File: src/rtl/lfo_pkg.sv
// Shared LFO types and constants: DAC frame geometry, default DAC config nibble,
// and the SPI transmitter state encoding.
package lfo_pkg;

  localparam int unsigned DAC_DATA_W  = 12;
  localparam int unsigned DAC_FRAME_W = 16;

  // Channel A, unbuffered, 1x gain, output active
  localparam logic [3:0] DAC_CFG_DEFAULT = 4'b0011;

  typedef enum logic [2:0] {
    IDLE,
    SETUP,
    SHIFT,
    HOLD,
    LATCH,
    GAP
  } dac_state_t;

endpackage

File: src/rtl/spi_tick_gen.sv
// Divide-by-CLK_DIV tick: one-cycle pulse every CLK_DIV enabled cycles,
// restarted from zero whenever clr is asserted or en is low.
module spi_tick_gen #(
  parameter int unsigned CLK_DIV = 4
) (
  input  logic clk,
  input  logic rst,
  input  logic en,
  input  logic clr,
  output logic tick
);

  localparam int unsigned CW = $clog2(CLK_DIV + 1);
  localparam logic [CW-1:0] LAST = CW'(CLK_DIV - 1);

  logic [CW-1:0] cnt_q, cnt_d;

  assign tick = en && (cnt_q == LAST);

  always_comb begin
    cnt_d = cnt_q + 1'b1;
    if (clr || !en || tick) cnt_d = '0;
  end

  always_ff @(posedge clk or posedge rst) begin
    if (rst) cnt_q <= '0;
    else     cnt_q <= cnt_d;
  end

endmodule

File: src/rtl/dac_spi_tx.sv
// Serialises one 12-bit sample per handshake into a 16-bit SPI mode-0 DAC write
// frame, then strobes LDAC. All outputs registered; busy for 36*CLK_DIV cycles.
module dac_spi_tx
  import lfo_pkg::*;
#(
  parameter int unsigned CLK_DIV = 4,
  parameter logic [3:0]  CFG     = DAC_CFG_DEFAULT
) (
  input  logic                  clk,
  input  logic                  rst,
  input  logic [DAC_DATA_W-1:0] sample,
  input  logic                  valid,
  output logic                  ready,
  output logic                  done,
  output logic                  cs_n,
  output logic                  sclk,
  output logic                  mosi,
  output logic                  ldac_n
);

  dac_state_t             state_q, state_d;
  logic [DAC_FRAME_W-1:0] frame_q, frame_d;
  logic [4:0]             hcnt_q, hcnt_d;
  logic ready_q, ready_d, done_q, done_d, cs_n_q, cs_n_d;
  logic sclk_q, sclk_d, mosi_q, mosi_d, ldac_n_q, ldac_n_d;
  logic tick;

  spi_tick_gen #(.CLK_DIV(CLK_DIV)) u_tick (
    .clk  (clk),
    .rst  (rst),
    .en   (state_q != IDLE),
    .clr  (state_d != state_q),
    .tick (tick)
  );

  always_comb begin
    state_d  = state_q;
    frame_d  = frame_q;
    hcnt_d   = hcnt_q;
    ready_d  = ready_q;
    done_d   = 1'b0;
    cs_n_d   = cs_n_q;
    sclk_d   = sclk_q;
    mosi_d   = mosi_q;
    ldac_n_d = ldac_n_q;
    case (state_q)
      IDLE: begin
        ready_d = 1'b1;
        if (valid && ready_q) begin
          frame_d = {CFG, sample};
          mosi_d  = CFG[3];
          cs_n_d  = 1'b0;
          ready_d = 1'b0;
          hcnt_d  = '0;
          state_d = SETUP;
        end
      end
      SETUP: if (tick) state_d = SHIFT;
      SHIFT: if (tick) begin
        // Even half-periods end in a rising edge, odd ones in a falling edge
        hcnt_d = hcnt_q + 5'd1;
        if (!hcnt_q[0]) begin
          sclk_d = 1'b1;
        end else begin
          sclk_d = 1'b0;
          if (hcnt_q == 5'd31) begin
            state_d = HOLD;
          end else begin
            frame_d = {frame_q[DAC_FRAME_W-2:0], 1'b0};
            mosi_d  = frame_q[DAC_FRAME_W-2];
          end
        end
      end
      HOLD: if (tick) begin
        cs_n_d   = 1'b1;
        ldac_n_d = 1'b0;
        state_d  = LATCH;
      end
      LATCH: if (tick) begin
        ldac_n_d = 1'b1;
        state_d  = GAP;
      end
      GAP: if (tick) begin
        ready_d = 1'b1;
        done_d  = 1'b1;
        state_d = IDLE;
      end
      default: state_d = IDLE;
    endcase
  end

  always_ff @(posedge clk or posedge rst) begin
    if (rst) begin
      state_q  <= IDLE;
      frame_q  <= '0;
      hcnt_q   <= '0;
      ready_q  <= 1'b0;
      done_q   <= 1'b0;
      cs_n_q   <= 1'b1;
      sclk_q   <= 1'b0;
      mosi_q   <= 1'b0;
      ldac_n_q <= 1'b1;
    end else begin
      state_q  <= state_d;
      frame_q  <= frame_d;
      hcnt_q   <= hcnt_d;
      ready_q  <= ready_d;
      done_q   <= done_d;
      cs_n_q   <= cs_n_d;
      sclk_q   <= sclk_d;
      mosi_q   <= mosi_d;
      ldac_n_q <= ldac_n_d;
    end
  end

  assign ready  = ready_q;
  assign done   = done_q;
  assign cs_n   = cs_n_q;
  assign sclk   = sclk_q;
  assign mosi   = mosi_q;
  assign ldac_n = ldac_n_q;

endmodule
File: config.mk
export PLATFORM = sky130hd
export DESIGN_NAME = dac_spi_tx
export DESIGN_NICKNAME = d
export VERILOG_FILES = /design/src/rtl/lfo_pkg.sv /design/src/rtl/spi_tick_gen.sv /design/src/rtl/dac_spi_tx.sv
export SDC_FILE = /design/constraint.sdc
export NUM_CORES = 1
export LEC_CHECK = 0
export ABC_AREA = 1
export BUFFER_PORTS_ARGS = -buffer_cell sky130_fd_sc_hd__buf_4
export CORE_UTILIZATION = 55
export CTS_CLUSTER_DIAMETER = 30
export DETAILED_ROUTE_END_ITERATION = 12
export MAX_ROUTING_LAYER = met4
export PLACE_DENSITY = 0.76
export SLEW_MARGIN = 15
export SYNTH_ARGS = -nofsm -noshare
export SYNTH_HDL_FRONTEND = slang
export SYNTH_SLANG_ARGS = --single-unit
File: constraint.sdc
create_clock -name clk -period 2.09 [get_ports clk]
set_clock_uncertainty 0.15 [all_clocks]
set_input_delay 0.1045 -clock clk [delete_from_list [all_inputs] [get_ports clk]]
set_output_delay 0.1045 -clock clk [all_outputs]
set_load 0.03 [all_outputs]
==> results_dict.tcl <==
set metrics [dict create \
    die_height_um 56.6 \
    status "finished, final reports clean" \
    routedWlPerCell_um 12.6 \
    cp_common_cell "nand2_1" \
    boundaryPins 21 \
    cts_made_buffers 5 \
    grt_usage 0.246 \
    drt_drc_violations_left 0 \
    hold_wc_path_type "input port to flip-flop" \
    clockRootBuffer "clkbuf_4" \
    io_buffer_count 20 \
    synth_seq_cells 32 \
    power_density_nw_per_um2 1220 \
    fmax_mhz 523 \
    worstMarginPinSlew_ps 546 \
    worst_ep_required_time_ps 2170 \
    antenna_violating_nets_post_route 0 \
    post-route-min-period_ps 1910 \
    antenna_found_initial 0 \
    final_setup_vio_count 0 \
    finalWeightedCongestion 0.860 \
    rsz0062_at_grt "false" \
    worst_stage_delay_on_the_critical_path_ps 430 \
    cts.sink_count 32 \
    ctsLongestPathBuffers 2 \
    num-nets-final 269 \
    slowest_stage "dfrtp_1" \
    grt_start_max_net_pins 20 \
    max_cap_violations 0 \
    power.leakage_nw 1.15 \
    fin_crit_sh 0.916 \
    initial_utilization 0.588 \
    finalSetupTns_ps 0 \
    antennaDiodeCount 0 \
    power.switching_mw 1.06 \
    num_vias 1487 \
    compound_cell_area_share_of_the_yosys_netlist 0.0336 \
    drt-pass1-iter-count 4 \
    power_switching_share 0.424 \
    totalWireLength_mm 3.55 \
    detailedPlace.worstSlack_ps 176 \
    timing.critical_path.to_type "flip-flop" \
    critical_path_peak_fanout 16 \
    seq_power_share 0.412 \
    wire_length_of_the_first_global_routing_pass_mm 5.90 \
    number_of_fillers_in_the_final_layout 210 \
    synthFlopType "dfrtp_1" \
    power.combinational.fraction 0.439 \
    drive_gt1_frac 0.191 \
    timing.critical_path.arrival_ps 1990 \
    htree_levels 2 \
    synth_cells 207 \
    clock_input_transition_at_the_sequential_cells_of_the_worst_setup_and_hold_paths_ps 90 \
    grt_pass1_vias 1397 \
    cell_internal_pwr_mw 1.44 \
    power.share.clock 0.148 \
    synth-xor-area-share 0.00535 \
    worstSetupStartpointType "flip-flop" \
    arithmetic_cell_share_of_the_synthesized_area_counting_full_adders_half_adders_and_majority_gates 0.0306 \
    drt-vias-per-instance 5.27 \
    syn-num-nets 226 \
    cts_tree "built" \
    synth_simple_gate_area_frac 0.366 \
    synth.yosys.warnings 0 \
    worst-setup-path-type "flip-flop to flip-flop" \
    peakVddDrop_mv 0.946 \
    synth_edf_count 0 \
    post_synth_mux_area_share 0 \
    place.detailed.hpwl_mm 2.29 \
    avgSynthCellArea_um2 7.91 \
    area_growth_pct 24.9 \
    grt_overflow_total 0 \
    seq_area_frac_synth 0.491 \
    max_slew_margin 0.635 \
    synthArstFlopShare 1.00 \
    synth_top_family_by_area "simple AND/OR/NAND/NOR gates" \
    placeableCoreArea_um2 2780 \
    final_max_slew_viol_count 0 \
    clk-insertion-delay-late_ps 330 \
    setup_ws_ps 177 \
    floorplan.rows 19 \
    synth.cell_area_um2 1640 \
    count_of_unique_library_cells_instantiated_by_yosys 25 \
    report.final.hold_viol_count 0 \
    design.die.area_um2 3200 \
    path_cells "ha_1, nand2_1, nor2_1, ha_1, nor2_1, nand3_1, nand2_4, nand2_4, nand2_1, nand2_1" \
    floorplan.die.width_um 56.6 \
    first_iter_violations 57 \
]
## worst max-delay path: cells and delay by family (launching register included)
kind | cells | cell delay, ps
fa+ha+maj | 2 | 420
simple gates | 8 | 810
flops | 1 | 430
## stage by stage
stage	cells	util	hold WS, ps	power [mW]	area (µm²)
finish	282	0.735	104	2.50	2040
global route	282	0.735	193	2.67	2040
CTS	276	0.719	118	2.43	2000
detailed placement	255	0.651	36.0	2.04	1810
global placement	255	0.651	18.9	1.99	1810
floorplan	207	-	69.2	1.78	1640
## flip-flops by register name (all words and copies together) (netlist names)
register	count
ldac_n	1
sclk	1
done	1
frame_q	15
ready	1
state_q	3
hcnt_q	5
mosi	1
u_tick.cnt_q	3
cs_n	1
## cells in the mapped netlist (2+ instances only)
cell | n | share of area
buf_4 | 2 | 0.0092
nand2_4 | 4 | 0.028
nand3_1 | 35 | 0.11
buf_2 | 3 | 0.0092
nand2_1 | 76 | 0.17
dfrtp_1 | 30 | 0.46
inv_1 | 18 | 0.041
ha_1 | 4 | 0.031
dfstp_2 | 2 | 0.032
a21oi_1 | 3 | 0.0092
inv_2 | 2 | 0.0046
nor2_1 | 11 | 0.025
o21ai_0 | 5 | 0.015
## what timing repair did
| action | CTS | global route |
|---|---|---|
| hold buffers | 13 | 0 |
| setup endpoints to repair | 0 | 14 |
| hold endpoints to repair | 25 | 0 |
| gates resized for setup | 0 | 0 |
| buffers inserted | 0 | 6 |
## final timing paths
check | start | to | slack [ps] | cells past startpoint
worst max-delay path | hcnt_q[0] | frame_q[14] | 180 | 10
worst min-delay path | valid | cs_n | 100 | 6
worst max register to register | hcnt_q[0] | frame_q[14] | 180 | 10
worst min register to register | u_tick.cnt_q[0] | u_tick.cnt_q[0] | 310 | 1
max in group asynchronous | rst | ldac_n | 850 | 4
min in group asynchronous | rst | frame_q[12] | 230 | 3
## layout make-up
type | count | area, µm² | area share
Clock buffer | 8 | 58.8 | 0.0288
Inverter | 20 | 75.1 | 0.0367
Multi-Input combinational cell | 148 | 713 | 0.349
Sequential cell | 32 | 803 | 0.393
Tap cell | 31 | 38.8 | 0.0190
Timing Repair Buffer | 43 | 355 | 0.174
## per-layer routing
metal  track usage  vias to the layer above  part of all wire
met2         0.392                       35              0.51
met3        0.0645                        7             0.037
met4        0.0871                        0             0.016
li1              -                      740                 -
met5             -                        -                 0
met1         0.302                      705              0.44
## layout by cell type (no fill, tap or decap)
master	instances
nor3_1	1
ha_1	4
clkbuf_1	2
nor2_4	1
clkbuf_4	5
nand3_2	1
nand3_1	35
o21a_1	1
nor2_1	11
dlygate4sd3_1	13
dfrtp_1	30
nand2_1	76
clkbuf_8	1
nand2_4	4
dfstp_2	2
xor2_1	1
inv_1	18
o21ai_0	5
or2_2	1
nor2_2	1
inv_2	2
a21oi_1	3
nand3b_1	1
buf_4	30
nand4_1	1
o211ai_1	1
## cell families after synthesis
group,count (synthesis)
buffers and inverters,27
AND/OR/NAND/NOR,133
adder cells (fa/ha/maj),4
AO/OA/AOI/OAI,10
flip-flops,32
XOR/XNOR,1
## power groups by stage
| stage | clock (mW) | sequential, mW | combinational, mW |
|---|---|---|---|
| finish | 0.370 | 1.03 | 1.10 |
| global route | 0.398 | 1.06 | 1.22 |
| CTS | 0.377 | 1.02 | 1.03 |
| detailed placement | 0 | 1.03 | 1.00 |
| global placement | 0 | 1.02 | 0.965 |
| floorplan | 0 | 1.05 | 0.732 |
No activity file was read; power rests on OpenSTA's default activity.
